$ cat src/rtl/chain_score_pipe_pkg.sv
// chain_pkg: shared constants and types for the chaining transition-score pipe.
//
// Contents:
//   BETA_DIV        divisor applied to dd*avg_qspan when forming beta
//   LAT             input-to-output latency of chain_score_pipe (cycles)
//   DEF_*           default widths and legality limits
//   stage_payload_t per-pair payload layout at the default widths
//                   (valid, ok, dd, alpha, f_j, prod, lg)
package chain_pkg;

    localparam int BETA_DIV     = 100;
    localparam int LAT          = 5;

    localparam int DEF_POS_W    = 32;
    localparam int DEF_SCORE_W  = 32;
    localparam int DEF_SPAN_W   = 16;
    localparam int DEF_MAX_DIST = 5000;
    localparam int DEF_MAX_GAP  = 5000;
    localparam int DEF_LG_W     = $clog2(DEF_POS_W);

    typedef struct packed {
        logic                                 valid;
        logic                                 ok;
        logic [DEF_POS_W-1:0]                 dd;
        logic [DEF_POS_W-1:0]                 alpha;
        logic signed [DEF_SCORE_W-1:0]        f_j;
        logic [DEF_POS_W+DEF_SPAN_W-1:0]      prod;
        logic [DEF_LG_W-1:0]                  lg;
    } stage_payload_t;

endpackage

$ cat src/rtl/chain_score_pipe_if.sv
// chain_score_pipe_if: handshake bundle between the anchor-pair generator
// (master) and the score pipe (slave), including the result side.
//
// Signals:
//   in_valid/in_ready          input pair handshake
//   ri, rj, qi, qj, w          coordinates and seed width (unsigned, POS_W)
//   avg_qspan                  average query span (unsigned, SPAN_W)
//   f_j                        predecessor chain score (signed, SCORE_W)
//   out_valid/out_ready        result handshake
//   out_score, out_ok          signed transition score and pair legality
interface chain_score_pipe_if #(
    parameter int POS_W   = 32,
    parameter int SCORE_W = 32,
    parameter int SPAN_W  = 16
);

    logic                      in_valid;
    logic                      in_ready;
    logic [POS_W-1:0]          ri;
    logic [POS_W-1:0]          rj;
    logic [POS_W-1:0]          qi;
    logic [POS_W-1:0]          qj;
    logic [POS_W-1:0]          w;
    logic [SPAN_W-1:0]         avg_qspan;
    logic signed [SCORE_W-1:0] f_j;
    logic                      out_valid;
    logic                      out_ready;
    logic signed [SCORE_W-1:0] out_score;
    logic                      out_ok;

    modport master (
        output in_valid, ri, rj, qi, qj, w, avg_qspan, f_j, out_ready,
        input  in_ready, out_valid, out_score, out_ok
    );

    modport slave (
        input  in_valid, ri, rj, qi, qj, w, avg_qspan, f_j, out_ready,
        output in_ready, out_valid, out_score, out_ok
    );

endinterface

$ cat src/rtl/chain_score_pipe_ilog2.sv
// chain_ilog2: combinational floor(log2(val)) as a leading-one priority
// encoder. Returns 0 for val of 0 or 1.
//
// Ports:
//   val  in   POS_W   value to encode
//   lg   out  LG_W    index of the most significant set bit
module chain_ilog2 #(
    parameter int POS_W = 32,
    parameter int LG_W  = $clog2(POS_W)
) (
    input  logic [POS_W-1:0] val,
    output logic [LG_W-1:0]  lg
);

    // Ascending scan: the last set bit seen wins, giving the MSB index.
    always_comb begin
        lg = '0;
        for (int i = 1; i < POS_W; i++) begin
            if (val[i]) begin
                lg = LG_W'(i);
            end
        end
    end

endmodule

$ cat src/rtl/chain_score_pipe.sv
// chain_score_pipe: five-stage back-pressurable pipe computing the chaining
// transition score f[j] + alpha - beta and a legality flag for one
// (anchor i, predecessor j) pair per cycle.
//
// Ports:
//   clk    in   clock
//   reset  in   asynchronous active-high reset; flushes all in-flight pairs
//   bus    chain_score_pipe_if.slave (pair input and result output handshakes)
//
// Configuration macro:
//   CHAIN_SCORE_SAT_EN  defined: final score saturates to the SCORE_W range;
//                       undefined: final score wraps (low SCORE_W bits).
//
// Flow control: a single global stall (result valid but not taken) freezes
// every stage, so bubbles are kept and the output holds steady.
module chain_score_pipe
    import chain_pkg::*;
#(
    parameter int POS_W    = DEF_POS_W,
    parameter int SCORE_W  = DEF_SCORE_W,
    parameter int SPAN_W   = DEF_SPAN_W,
    parameter int MAX_DIST = DEF_MAX_DIST,
    parameter int MAX_GAP  = DEF_MAX_GAP
) (
    input logic              clk,
    input logic              reset,
    chain_score_pipe_if.slave bus
);

    localparam int D_W    = POS_W + 1;            // signed coordinate deltas
    localparam int G_W    = POS_W + 2;            // signed delta difference
    localparam int PROD_W = POS_W + SPAN_W;       // full dd*avg_qspan
    localparam int LG_W   = $clog2(POS_W);
    // Wide enough for f_j plus alpha minus an arbitrary beta without overflow.
    localparam int SUM_W  = (SCORE_W + 2 > PROD_W + 2) ? SCORE_W + 2 : PROD_W + 2;

    localparam logic signed [D_W-1:0] MAX_DIST_S = D_W'(MAX_DIST);
    localparam logic signed [G_W-1:0] MAX_GAP_S  = G_W'(MAX_GAP);

    // Narrow the wide sum to SCORE_W bits.
    function automatic logic signed [SCORE_W-1:0] narrow_score(
        input logic signed [SUM_W-1:0] v
    );
`ifdef CHAIN_SCORE_SAT_EN
        logic signed [SUM_W-1:0] hi;
        logic signed [SUM_W-1:0] lo;
        hi = $signed({{(SUM_W-SCORE_W+1){1'b0}}, {(SCORE_W-1){1'b1}}});
        lo = $signed({{(SUM_W-SCORE_W+1){1'b1}}, {(SCORE_W-1){1'b0}}});
        if (v > hi) begin
            return {1'b0, {(SCORE_W-1){1'b1}}};
        end else if (v < lo) begin
            return {1'b1, {(SCORE_W-1){1'b0}}};
        end else begin
            return v[SCORE_W-1:0];
        end
`else
        return v[SCORE_W-1:0];
`endif
    endfunction

    logic stall;

    logic                      vld_p1, ok_p1;
    logic signed [D_W-1:0]     dr_p1, dq_p1;
    logic [POS_W-1:0]          w_p1;
    logic [SPAN_W-1:0]         span_p1;
    logic signed [SCORE_W-1:0] fj_p1;

    logic                      vld_p2, ok_p2;
    logic [POS_W-1:0]          dd_p2, alpha_p2;
    logic [SPAN_W-1:0]         span_p2;
    logic signed [SCORE_W-1:0] fj_p2;

    logic                      vld_p3, ok_p3;
    logic [POS_W-1:0]          dd_p3, alpha_p3;
    logic [PROD_W-1:0]         prod_p3;
    logic [LG_W-1:0]           lg_p3;
    logic signed [SCORE_W-1:0] fj_p3;

    logic                      vld_p4, ok_p4;
    logic [POS_W-1:0]          alpha_p4;
    logic [PROD_W-1:0]         beta_p4;
    logic signed [SCORE_W-1:0] fj_p4;

    logic                      vld_p5, ok_p5;
    logic signed [SCORE_W-1:0] score_p5;

    assign stall         = vld_p5 && !bus.out_ready;
    assign bus.in_ready  = !stall;
    assign bus.out_valid = vld_p5;
    assign bus.out_score = score_p5;
    assign bus.out_ok    = ok_p5;

    // ---- S1: signed coordinate deltas and distance legality ----
    logic signed [D_W-1:0] dr_c, dq_c;
    logic                  ok1_c;

    assign dr_c  = $signed({1'b0, bus.ri}) - $signed({1'b0, bus.rj});
    assign dq_c  = $signed({1'b0, bus.qi}) - $signed({1'b0, bus.qj});
    // Strictly positive means sign bit clear and not zero.
    assign ok1_c = !dr_c[D_W-1] && (dr_c != '0) && (dr_c <= MAX_DIST_S) &&
                   !dq_c[D_W-1] && (dq_c != '0) && (dq_c <= MAX_DIST_S);

    always_ff @(posedge clk or posedge reset) begin
        if (reset) begin
            vld_p1  <= 1'b0;
            ok_p1   <= 1'b0;
            dr_p1   <= '0;
            dq_p1   <= '0;
            w_p1    <= '0;
            span_p1 <= '0;
            fj_p1   <= '0;
        end else if (!stall) begin
            vld_p1  <= bus.in_valid;
            ok_p1   <= ok1_c;
            dr_p1   <= dr_c;
            dq_p1   <= dq_c;
            w_p1    <= bus.w;
            span_p1 <= bus.avg_qspan;
            fj_p1   <= bus.f_j;
        end
    end

    // ---- S2: gap, min delta, alpha, gap legality ----
    logic signed [G_W-1:0] diff_c, adiff_c;
    logic signed [D_W-1:0] mn_c;
    logic [POS_W-1:0]      alpha_c;

    assign diff_c  = $signed({dr_p1[D_W-1], dr_p1}) - $signed({dq_p1[D_W-1], dq_p1});
    // |diff| always fits: the extreme difference is below 2^(G_W-1).
    assign adiff_c = diff_c[G_W-1] ? -diff_c : diff_c;
    assign mn_c    = (dr_p1 < dq_p1) ? dr_p1 : dq_p1;
    // On illegal pairs mn may be negative; alpha is then irrelevant.
    assign alpha_c = (mn_c < $signed({1'b0, w_p1})) ? mn_c[POS_W-1:0] : w_p1;

    always_ff @(posedge clk or posedge reset) begin
        if (reset) begin
            vld_p2   <= 1'b0;
            ok_p2    <= 1'b0;
            dd_p2    <= '0;
            alpha_p2 <= '0;
            span_p2  <= '0;
            fj_p2    <= '0;
        end else if (!stall) begin
            vld_p2   <= vld_p1;
            ok_p2    <= ok_p1 && (adiff_c <= MAX_GAP_S);
            dd_p2    <= adiff_c[POS_W-1:0];
            alpha_p2 <= alpha_c;
            span_p2  <= span_p1;
            fj_p2    <= fj_p1;
        end
    end

    // ---- S3: full-width gap product and log2 of the gap ----
    logic [PROD_W-1:0] prod_c;
    logic [LG_W-1:0]   lg_c;

    assign prod_c = {{SPAN_W{1'b0}}, dd_p2} * {{POS_W{1'b0}}, span_p2};

    chain_ilog2 #(
        .POS_W (POS_W),
        .LG_W  (LG_W)
    ) u_ilog2 (
        .val (dd_p2),
        .lg  (lg_c)
    );

    always_ff @(posedge clk or posedge reset) begin
        if (reset) begin
            vld_p3   <= 1'b0;
            ok_p3    <= 1'b0;
            dd_p3    <= '0;
            alpha_p3 <= '0;
            prod_p3  <= '0;
            lg_p3    <= '0;
            fj_p3    <= '0;
        end else if (!stall) begin
            vld_p3   <= vld_p2;
            ok_p3    <= ok_p2;
            dd_p3    <= dd_p2;
            alpha_p3 <= alpha_p2;
            prod_p3  <= prod_c;
            lg_p3    <= lg_c;
            fj_p3    <= fj_p2;
        end
    end

    // ---- S4: beta = prod/100 + lg/2, zero for a diagonal pair ----
    logic [PROD_W-1:0] q_c, beta_c;

    assign q_c    = prod_p3 / PROD_W'(BETA_DIV);
    assign beta_c = (dd_p3 == '0) ? '0 : q_c + PROD_W'(lg_p3 >> 1);

    always_ff @(posedge clk or posedge reset) begin
        if (reset) begin
            vld_p4   <= 1'b0;
            ok_p4    <= 1'b0;
            alpha_p4 <= '0;
            beta_p4  <= '0;
            fj_p4    <= '0;
        end else if (!stall) begin
            vld_p4   <= vld_p3;
            ok_p4    <= ok_p3;
            alpha_p4 <= alpha_p3;
            beta_p4  <= beta_c;
            fj_p4    <= fj_p3;
        end
    end

    // ---- S5: signed sum, narrowing, illegal pairs forced to zero ----
    logic signed [SUM_W-1:0]   sum_c;
    logic signed [SCORE_W-1:0] score_c;

    assign sum_c   = SUM_W'(fj_p4) + $signed(SUM_W'(alpha_p4)) - $signed(SUM_W'(beta_p4));
    assign score_c = ok_p4 ? narrow_score(sum_c) : '0;

    always_ff @(posedge clk or posedge reset) begin
        if (reset) begin
            vld_p5   <= 1'b0;
            ok_p5    <= 1'b0;
            score_p5 <= '0;
        end else if (!stall) begin
            vld_p5   <= vld_p4;
            ok_p5    <= ok_p4;
            score_p5 <= score_c;
        end
    end

endmodule
$ cat src/flat_wrapper.sv
// flat-port wrapper written by rule: the top's interface ports become plain ports
module chain_score_pipe_flat import chain_pkg::*;
#(
    parameter int POS_W    = DEF_POS_W,
    parameter int SCORE_W  = DEF_SCORE_W,
    parameter int SPAN_W   = DEF_SPAN_W,
    parameter int MAX_DIST = DEF_MAX_DIST,
    parameter int MAX_GAP  = DEF_MAX_GAP
)
  (clk, reset, bus_in_valid, bus_ri, bus_rj, bus_qi, bus_qj, bus_w, bus_avg_qspan, bus_f_j, bus_out_ready, bus_in_ready, bus_out_valid, bus_out_score, bus_out_ok);
  chain_score_pipe_if #(.POS_W(POS_W), .SCORE_W(SCORE_W), .SPAN_W(SPAN_W)) bus_i ();
  input logic clk;
  input logic reset;
  input wire logic [$bits(bus_i.in_valid)-1:0] bus_in_valid;
  input wire logic [$bits(bus_i.ri)-1:0] bus_ri;
  input wire logic [$bits(bus_i.rj)-1:0] bus_rj;
  input wire logic [$bits(bus_i.qi)-1:0] bus_qi;
  input wire logic [$bits(bus_i.qj)-1:0] bus_qj;
  input wire logic [$bits(bus_i.w)-1:0] bus_w;
  input wire logic [$bits(bus_i.avg_qspan)-1:0] bus_avg_qspan;
  input wire logic [$bits(bus_i.f_j)-1:0] bus_f_j;
  input wire logic [$bits(bus_i.out_ready)-1:0] bus_out_ready;
  output wire logic [$bits(bus_i.in_ready)-1:0] bus_in_ready;
  output wire logic [$bits(bus_i.out_valid)-1:0] bus_out_valid;
  output wire logic [$bits(bus_i.out_score)-1:0] bus_out_score;
  output wire logic [$bits(bus_i.out_ok)-1:0] bus_out_ok;
  assign bus_i.in_valid = bus_in_valid;
  assign bus_i.ri = bus_ri;
  assign bus_i.rj = bus_rj;
  assign bus_i.qi = bus_qi;
  assign bus_i.qj = bus_qj;
  assign bus_i.w = bus_w;
  assign bus_i.avg_qspan = bus_avg_qspan;
  assign bus_i.f_j = bus_f_j;
  assign bus_i.out_ready = bus_out_ready;
  assign bus_in_ready = bus_i.in_ready;
  assign bus_out_valid = bus_i.out_valid;
  assign bus_out_score = bus_i.out_score;
  assign bus_out_ok = bus_i.out_ok;
  chain_score_pipe #(.POS_W(POS_W), .SCORE_W(SCORE_W), .SPAN_W(SPAN_W), .MAX_DIST(MAX_DIST), .MAX_GAP(MAX_GAP)) u_core (.clk(clk), .reset(reset), .bus(bus_i));
endmodule
$ cat config.mk
export PLATFORM = sky130hd
export DESIGN_NAME = chain_score_pipe_flat
export DESIGN_NICKNAME = d
export VERILOG_FILES = /design/src/rtl/chain_score_pipe_pkg.sv /design/src/rtl/chain_score_pipe_if.sv /design/src/rtl/chain_score_pipe_ilog2.sv /design/src/rtl/chain_score_pipe.sv /design/src/flat_wrapper.sv
export SDC_FILE = /design/constraint.sdc
export NUM_CORES = 2
export LEC_CHECK = 0
export ABC_AREA = 1
export ABC_CLOCK_PERIOD_IN_PS = 22800
export CORE_MARGIN = 1.5
export CORE_UTILIZATION = 45
export CTS_CLUSTER_DIAMETER = 80
export DETAILED_ROUTE_END_ITERATION = 10
export HOLD_SLACK_MARGIN = 0.02
export SYNTH_ARGS = -nofsm -noshare
export SYNTH_HDL_FRONTEND = slang
export SYNTH_HIERARCHICAL = 1
export SYNTH_SLANG_ARGS = --single-unit
$ cat constraint.sdc
create_clock -name clk -period 22.8 [get_ports clk]
set_clock_uncertainty 0.2 [all_clocks]
set_input_delay 2.28 -clock clk [delete_from_list [all_inputs] [get_ports clk]]
set_output_delay 2.28 -clock clk [all_outputs]
set_load 0.01 [all_outputs]
==> reports/summary.txt <==
Status: finished, final reports clean
Mapped Nets: 7,928
Worst path required time: 23,150 ps
# clock sinks: 542
Finish-stage setup viols: 0
Max FFs per register: 46
Critical path arrival: 22,490 ps
Final WL: 145,000 um
Via count: 44,750
Met3 wire len: 6003 um
H-tree depth: 2
Crit end category: flip-flop
DR WL/cell: 16.53 um
Final hold vios: 0
Max Slew Vio Count: 0
Commonest non-fill, non-tap cells in the layout: nand2_1 (1,694), inv_1 (1,306), o21ai_0 (614), dfrtp_1 (530), fa_1 (452)
Pre-antenna DRT Iters: 5
Slowest cell on the critical path: dfrtp_2
Core ar.: 116,200 um^2
Worst-path clk slew: 70 ps
First DRT Iteration DRCs: 2,569
Hold_ws: 240.1 ps
Unrepaired setup endpoints after global routing: yes
Slew @ Worst Pin: 999.7 ps
Regs by FF count: u_core/prod_p3 x46, u_core/dq_p1 x33, u_core/dr_p1 x33
HP Class: reg -> reg
Clock Path Buffers: 3
Layout area overhead: 16.80%
Nets: 8,154
Fin crit share: 97.10%
Largest net degree at the start of global routing: 238
Fraction of layout instances using a drive strength above 1: 13.22%
Max layer used: met4
Initial Util: 45.40%
Clk root buf: clkbuf_16
Most flops, register: u_core/prod_p3
Register area: 13,580 um^2
Die ar.: 119,300 um^2
Die Ht: 345.4 um
First-pass GRT wire length: 232,300 um
All-Layer GR Usage: 23.84%
Number of max-cap violations: 0
Ys Warns: 6
Routed wl met2: 69,210 um
# rows: 125
TritonCTS clock tree: yes
Post-Syn Instances: 6,977
Buffers on Ports: 246
Most common cell after layout, fill and taps aside: nand2_1
Wl on met1: 66,160 um
DR DRC count: 0
Cts bufs inserted: 58
Worst-path maximum fanout: 7
Crit Path Class: reg -> reg
Crit start category: flip-flop
DP HPWL: 108,600 um
Gr ovfl total: 0
Multi-input gate area: 34,790 um^2
Clock period minus worst slack: 22,140 ps
Die Span X: 345.4 um
Fmax achieved: 0.04517 GHz
Mapped Area: 52,760 um^2
Latest clock arrival within the worst-skew pair: 660 ps
Via density: 5.101
Slew headroom: 33.35%
Vias in the first global route: 43,810
Top-level I/O count: 247
Post-synthesis average cell area: 7.562 um^2
Routability Congestion: 0.8909
CP peak stage delay: 450 ps
Final ANT Viol Nets: 0
Initial antenna violation count: 0
FILL cells: 11,180
CP most frequent cell: nand2_4
stage by stage:
stage                     cells  TNS, ps  worst slack [ps]  utilization, %  cell area (um^2)
after floorplan            6977        0              2976               -             52760
after global placement     8546        0             759.3           48.78             56680
after detailed placement   8546        0             51.88           48.78             56680
after CTS                  8650        0             60.29           50.56             58750
after global routing       8771   -13660            -985.7           53.03             61620
final                      8772        0             660.7           53.03             61620
what timing repair did:
action	in CTS	in global routing
setup endpoints to repair	1	32
buffers inserted	0	121
gates resized for setup	1	438
hold buffers	0	0
pin swaps	0	217
area by class of cell:
cell class / count / area share (%)
Timing Repair Buffer: 428 / 6.345
Inverter: 1410 / 8.705
Sequential cell: 542 / 22.03
Clock buffer: 78 / 2.623
Clock inverter: 26 / 0.7330
Multi-Input combinational cell: 4763 / 56.46
Antenna cell: 1 / 0.004061
Tap cell: 1524 / 3.094
worst paths after layout:
| check | from | endpoint | slack [ps] | depth (start not counted) |
|---|---|---|---|---|
| setup reg to reg | u_core/prod_p3[44] | u_core/beta_p4[30] | 660 | 212 |
| min in group asynchronous | reset | u_core/w_p1[30] | 2010 | 2 |
| max in group asynchronous | reset | u_core/bus.out_score[23] | 18900 | 3 |
| hold reg to reg | u_core/alpha_p3[12] | u_core/alpha_p4[12] | 240 | 2 |
| setup / recovery | u_core/prod_p3[44] | u_core/beta_p4[30] | 660 | 212 |
| hold / removal | u_core/alpha_p3[12] | u_core/alpha_p4[12] | 240 | 2 |
critical path, delay by kind of cell, from the launching register on:
family | cells | cell delay, ps
AOI/OAI and AO/OA | 4 | 600
xor gates and xnor gates | 1 | 200
adders and majority gates | 2 | 510
buffers and inverters | 14 | 1300
DFF | 1 | 450
and+or+nand+nor | 191 | 18590
per-layer routing:
metal,vias up,global-route usage [%]
met2,927,39.47
met3,204,2.560
met4,0,6.086
li1,22000,-
met5,-,0
met1,21620,33.29
Power is not shown: default switching activity piles up to over one toggle a cycle in this logic, so the estimate is an artifact.
